**src/rtl/rule_scan_engine.sv**
```systemverilog
// Linear first-match packet classifier: latches one header, streams rule entries from an
// external 1-cycle-latency table and reports the lowest-numbered matching rule.
package rule_scan_pkg;
  typedef struct packed {
    logic [7:0]  proto;
    logic [31:0] src_ip;
    logic [31:0] dst_ip;
    logic [15:0] src_port;
    logic [15:0] dst_port;
  } packet_s;

  typedef struct packed {
    logic [7:0]  proto_start;
    logic [7:0]  proto_last;
    logic [31:0] src_ip_start;
    logic [31:0] src_ip_last;
    logic [31:0] dst_ip_start;
    logic [31:0] dst_ip_last;
    logic [15:0] src_port_start;
    logic [15:0] src_port_last;
    logic [15:0] dst_port_start;
    logic [15:0] dst_port_last;
  } rule_s;
endpackage

module rule_match
  import rule_scan_pkg::*;
(
  input  packet_s pkt,
  input  rule_s   rule,
  output logic    match
);
  // Every field is an inclusive range; an entry with start > last can never match.
  assign match = (pkt.proto    >= rule.proto_start)    && (pkt.proto    <= rule.proto_last)    &&
                 (pkt.src_ip   >= rule.src_ip_start)   && (pkt.src_ip   <= rule.src_ip_last)   &&
                 (pkt.dst_ip   >= rule.dst_ip_start)   && (pkt.dst_ip   <= rule.dst_ip_last)   &&
                 (pkt.src_port >= rule.src_port_start) && (pkt.src_port <= rule.src_port_last) &&
                 (pkt.dst_port >= rule.dst_port_start) && (pkt.dst_port <= rule.dst_port_last);
endmodule

// Handshakes: a transfer happens on a rising edge where valid && ready; valid is never
// withdrawn and its payload never changes until that transfer.
module rule_scan_engine
  import rule_scan_pkg::*;
#(
  parameter  int NUM_RULES = 64,
  localparam int IDX_W     = (NUM_RULES > 1) ? $clog2(NUM_RULES) : 1
) (
  input  logic             clk,
  input  logic             rst,
  input  logic             pkt_valid,
  output logic             pkt_ready,
  input  packet_s          pkt,
  input  logic [IDX_W:0]   num_rules_active,
  output logic             rule_rd_en,
  output logic [IDX_W-1:0] rule_rd_addr,
  input  rule_s            rule_rd_data,
  output logic             res_valid,
  input  logic             res_ready,
  output logic             res_hit,
  output logic [IDX_W-1:0] res_idx
);
  typedef enum logic [1:0] {IDLE, SCAN, DONE} state_e;

  localparam logic [IDX_W:0] MAX_N = (IDX_W+1)'(NUM_RULES);

  state_e           state_q, state_d;
  packet_s          pkt_q;
  logic [IDX_W:0]   n_q, n_in;
  logic [IDX_W:0]   addr_q;     // next address to issue
  logic [IDX_W:0]   cmp_idx_q;  // index of the entry on rule_rd_data
  logic             dv_q;       // rule_rd_data is a response to last cycle's read
  logic             res_hit_q;
  logic [IDX_W-1:0] res_idx_q;
  logic             entry_match, hit_now, last_cmp, accept;

  rule_match u_match (
    .pkt   (pkt_q),
    .rule  (rule_rd_data),
    .match (entry_match)
  );

  assign n_in     = (num_rules_active > MAX_N) ? MAX_N : num_rules_active;
  assign hit_now  = dv_q && entry_match;
  assign last_cmp = dv_q && (cmp_idx_q == n_q - 1'b1);
  assign accept   = pkt_valid && pkt_ready;

  assign rule_rd_addr = addr_q[IDX_W-1:0];
  assign res_hit      = res_hit_q;
  assign res_idx      = res_idx_q;

  always_comb begin
    state_d    = state_q;
    pkt_ready  = (state_q == IDLE) && !rst;
    rule_rd_en = 1'b0;
    res_valid  = (state_q == DONE) && !rst;
    case (state_q)
      IDLE: if (accept) state_d = (n_in == '0) ? DONE : SCAN;
      SCAN: begin
        // Stop issuing the moment a match is visible so no further entries are fetched.
        rule_rd_en = (addr_q < n_q) && !hit_now && !rst;
        if (hit_now || last_cmp) state_d = DONE;
      end
      DONE: if (res_ready) state_d = IDLE;
      default: state_d = IDLE;
    endcase
  end

  always_ff @(posedge clk) begin
    if (rst) begin
      state_q   <= IDLE;
      pkt_q     <= '0;
      n_q       <= '0;
      addr_q    <= '0;
      cmp_idx_q <= '0;
      dv_q      <= 1'b0;
      res_hit_q <= 1'b0;
      res_idx_q <= '0;
    end else begin
      state_q   <= state_d;
      dv_q      <= rule_rd_en;
      cmp_idx_q <= addr_q;
      if (rule_rd_en) addr_q <= addr_q + 1'b1;
      if (accept) begin
        pkt_q     <= pkt;
        n_q       <= n_in;
        addr_q    <= '0;
        res_hit_q <= 1'b0;
        res_idx_q <= '0;
      end
      if (state_q == SCAN && hit_now) begin
        res_hit_q <= 1'b1;
        res_idx_q <= cmp_idx_q[IDX_W-1:0];
      end
    end
  end
endmodule

```
**config.mk**
```make
export PLATFORM = sky130hd
export DESIGN_NAME = rule_scan_engine
export DESIGN_NICKNAME = d
export VERILOG_FILES = /design/src/rtl/rule_scan_engine.sv
export SDC_FILE = /design/constraint.sdc
export NUM_CORES = 1
export LEC_CHECK = 0
export ABC_AREA = 1
export CORE_MARGIN = 3
export CORE_UTILIZATION = 40
export CTS_BUF_LIST = sky130_fd_sc_hd__clkbuf_8
export CTS_CLUSTER_SIZE = 10
export DETAILED_ROUTE_END_ITERATION = 7
export PLACE_DENSITY = 0.79
export SLEW_MARGIN = 15
export SYNTH_ARGS = -nofsm -noshare
export SYNTH_HDL_FRONTEND = slang
export SYNTH_SLANG_ARGS = --single-unit
```
**constraint.sdc**
```tcl
create_clock -name clk -period 2.97 [get_ports clk]
set_input_delay 0.594 -clock clk [delete_from_list [all_inputs] [get_ports clk]]
set_output_delay 0.594 -clock clk [all_outputs]
set_load 0.03 [all_outputs]
```
==> summary.md <==
The run finished, with violations left. The checks that failed: negative setup slack. For this run, design rule violations remaining after detail routing come to 0. TritonCTS built the clock tree. The proportion of register bits with asynchronous set or reset after synthesis works out to 0%. The run gives 1353 as the synthesized netlist cell count. The total grt overflow is 0. For the final clock skew, the log shows 0.01917 ns. The main flop type after synthesis is dfxtp_1.

Entering global routing, the biggest net connects 111 pins. Based on the critical path, the design can be clocked at up to 0.3177 GHz. For the number of hold violations in the final report, the log shows 0. The critical path goes through clkdlybuf4s50_1, inv_2, ha_4, nand2_2, nor2_4, nand2_2, nor2_4, nand2_2, nand2_4, nand2_4, nor2_4, nand4_4, nand2_4, inv_4, buf_6. Clock tree synthesis inserted a total of 17 buffers. The clock net sink count is 135. In the post-synthesis netlist, the biggest area contributors are dfxtp_1 (26%), ha_1 (26%), inv_1 (10%). The yosys synthesis warning count came out at 0. The design draws 8.473 mW.

In the final routed layout, each cell accounts on average for 17.69 µm. The detail route stage leaves a number of antenna-violating nets equal to 0. Class of the most critical setup path: in2out. The number of enable flip-flop cells after synthesis came out at 0. The synthesized design contains 135 register bits.

After the first detailed-routing iteration, the DRC count stood at 609. Setup repair after global routing could not meet its margin everywhere. The net count after synthesis was 1892. Standard cell core area: 24750 µm². The logs give 58.55% for the normalized max-slew margin and -0.1778 ns for the setup slack after layout. The vias per cell came out at 5.176. Ranked by instance count, the synthesized netlist is headed by inv_1 (285), nand2_1 (248), ha_1 (216), dfxtp_1 (135), a22o_1 (99). The maximum count of clock buffers along a single path was 2.

The initial cell density of the core came out at 41.30%. Summed over all layers, the routed wires come to 37.30 mm. Clock tree synthesis selected as its root buffer the cell clkbuf_8.

After synthesis the cells add up to 10220 µm². The initial antenna violation count is 15, and the area share of the largest cell type after synthesis is 26.44%. For this run, the slowest stage of the critical path takes 0.47 ns. Among cell families on the critical path, the largest total delay comes from simple AND/OR/NAND/NOR gates. Data on the critical path is required at its endpoint by 2.38 ns. The HPWL after detailed placement is 26.19 mm. The die footprint is 27500 µm², and the fraction of layout instances using a drive strength above 1 is 28.93%. The tools report the arrival time reported for the critical path endpoint as 2.55 ns. Per report_power, the combinational group accounts for 48.0% of the total.

The number of failing setup endpoints in the final timing report was 1. The die is 165.8 µm wide. At the later pin of the worst-skew pair, clock insertion delay measures 0.45 ns. Max-cap violations in this run came to 0. Detailed routing inserted a total of 10.91k vias. The number of port buffers is 338. For this design the static power due to leakage is 8.269 nW. The clock edge transition at the registers on the reported setup and hold paths is 0.07 ns. The class of the worst hold path is reg2reg.

The share of total power dissipated in sequential elements is 30.8%. The count of hold-fix buffers inserted at cts was 0; the largest fanout on the critical path was 2. The via count of the first global-routing pass was 11.29k. STA classifies the critical path startpoint as an input port. Total count of max-transition violations in the final report: 0.

The global routing usage summed across all routing layers is 24.71%. The first global-routing pass estimated 55.95 mm of wire. After the last flow step, the layout net total stands at 2298.

The congestion estimate from routability-driven global placement came to 0.9207. The largest area contributor in the netlist is dfxtp_1. Total internal power: 5.264 mW. The slowest stage of the critical path is the clkdlybuf4s50_1 cell. The number of fill cells in the layout was 1832; the buffers plus inverters on the worst setup path was 4. The layout-stage area growth over the synthesis result works out to 66.03%. The first TritonRoute pass finished after 5 iterations. Across all hold checks on the routed design, the worst slack comes to 0.4536 ns. The switching power came out at 3.208 mW.

The worst-margin pin slew came out at 0.6217 ns. The average instance in the mapped netlist occupies 7.553 µm². IR analysis of the VDD net gives a maximum drop of 382.0 µV. The die is 165.8 µm tall. The register area share after synthesis came out at 26.44%. The library cell with the highest instance count after synthesis was inv_1. The tools report the post-place setup slack as -0.9283 ns. The clock network burns 21.2% of the power. The post-route minimum period came out at 3.148 ns.

Capturing element type of the critical path: an output pin. Of the total power, the share spent switching nets is 37.87%. The final critical path takes up 106.0% of the cycle. 339 I/O pins were placed. Counting distinct cell types in the post-synthesis netlist gives 35. The power density over the cells was 499.3 nW/µm²; the count of H-tree levels built during CTS was 4.

Number of cell rows: 57.
==> what timing repair did <==
action	CTS	global route
cloned	0	0
gates resized for setup	408	207
buffers inserted	13	8
setup endpoints to repair	1	2
pin swaps	264	101
==> sequential cells by signal (all words and copies together), names as in the netlist <==
signal / flops
state_q: 2
dv_q: 1
res_hit: 1
res_idx: 6
addr_q: 7
pkt_q: 104
cmp_idx_q: 7
n_q: 7
==> placed cells by master, fill, tap and decap left out, types with 5 or more instances in the layout <==
cell,count
a21oi_1,58
a21oi_2,38
a22o_1,99
buf_4,77
bufinv_16,5
clkbuf_8,18
clkdlybuf4s50_1,181
dfxtp_1,109
dfxtp_2,19
dfxtp_4,7
diode_2,14
dlygate4sd2_1,123
dlymetal6s2s_1,30
ha_1,103
ha_2,6
ha_4,107
inv_1,179
inv_2,106
nand2_1,195
nand2_2,38
nand2_4,17
nand3_1,32
nand3_2,6
nand3_4,5
nand4_1,15
nor2_1,57
nor2_2,14
nor2_4,17
o211ai_1,5
o21a_1,6
o21ai_0,25
o21ai_1,13
xnor2_1,5
xor2_1,11
==> power groups by stage <==
stage	sequential (mW)	clock [mW]	combinational [mW]
after CTS	2.54	1.84	3.61
after global routing	2.65	1.91	4.51
after floorplan	2.39	0	1.87
after detailed placement	2.48	0	3.09
after global placement	2.47	0	2.96
final	2.61	1.79	4.07
==> layer usage <==
| metal | share of wire, % | vias up | wire length (µm) | track usage (%) |
|---|---|---|---|---|
| met5 | 0.035 | - | 13 | 0 |
| met4 | 3.8 | 2 | 1428 | 8.535 |
| met3 | 5.6 | 100 | 2076 | 5.118 |
| met2 | 50 | 412 | 18770 | 44.80 |
| met1 | 40 | 5117 | 15010 | 28.89 |
| li1 | - | 5280 | - | - |
==> per-stage QoR <==
step	util, %	setup TNS (ns)	instances	instance area, µm²
global placement	57.94	-2.960	2045	14340
floorplan	-	0	1353	10220
CTS	64.96	-0.2229	2088	16080
global route	68.55	-0.2679	2107	16970
detailed placement	57.94	-2.707	2045	14340
finish	68.56	-0.1778	2108	16970
==> cells by family after synthesis <==
kind of cell | Yosys count | synth area share (%)
fa+ha+maj | 216 | 26.44
flops | 135 | 26.44
buf+inv | 319 | 12.22
compound gates | 255 | 16.70
xor+xnor | 16 | 1.371
simple gates | 412 | 16.82
==> path summary, 6_finish.rpt <==
check,endpoint,from,cells after the start,slack [ns]
worst min-delay path,res_idx[3]$_SDFFE_PP0P_,res_idx[3]$_SDFFE_PP0P_,2,0.45
worst min register to register,res_idx[3]$_SDFFE_PP0P_,res_idx[3]$_SDFFE_PP0P_,2,0.45
worst max register to register,res_idx[0]$_SDFFE_PP0P_,pkt_q[86]$_SDFFE_PP0P_,21,0.11
worst max-delay path,rule_rd_en,rule_rd_data[158],15,-0.18
==> cell type report <==
cell class	count	area, µm²	area share, %
antenna	14	35.03	0.2065
clock buffer	18	247.7	1.460
clock inverter	12	200.2	1.180
inverter	287	1082	6.379
multi-input combinational	899	8303	48.93
sequential	135	2753	16.22
tap	324	405.4	2.389
timing repair buffer	419	3941	23.23
==> tightest hold or removal path: stages, from the launching register on <==
cell and delay, ns:
dfxtp_1 0.32, nand2_1 0.06, nand2_1 0.04
Power figures use the tool's default switching activity.
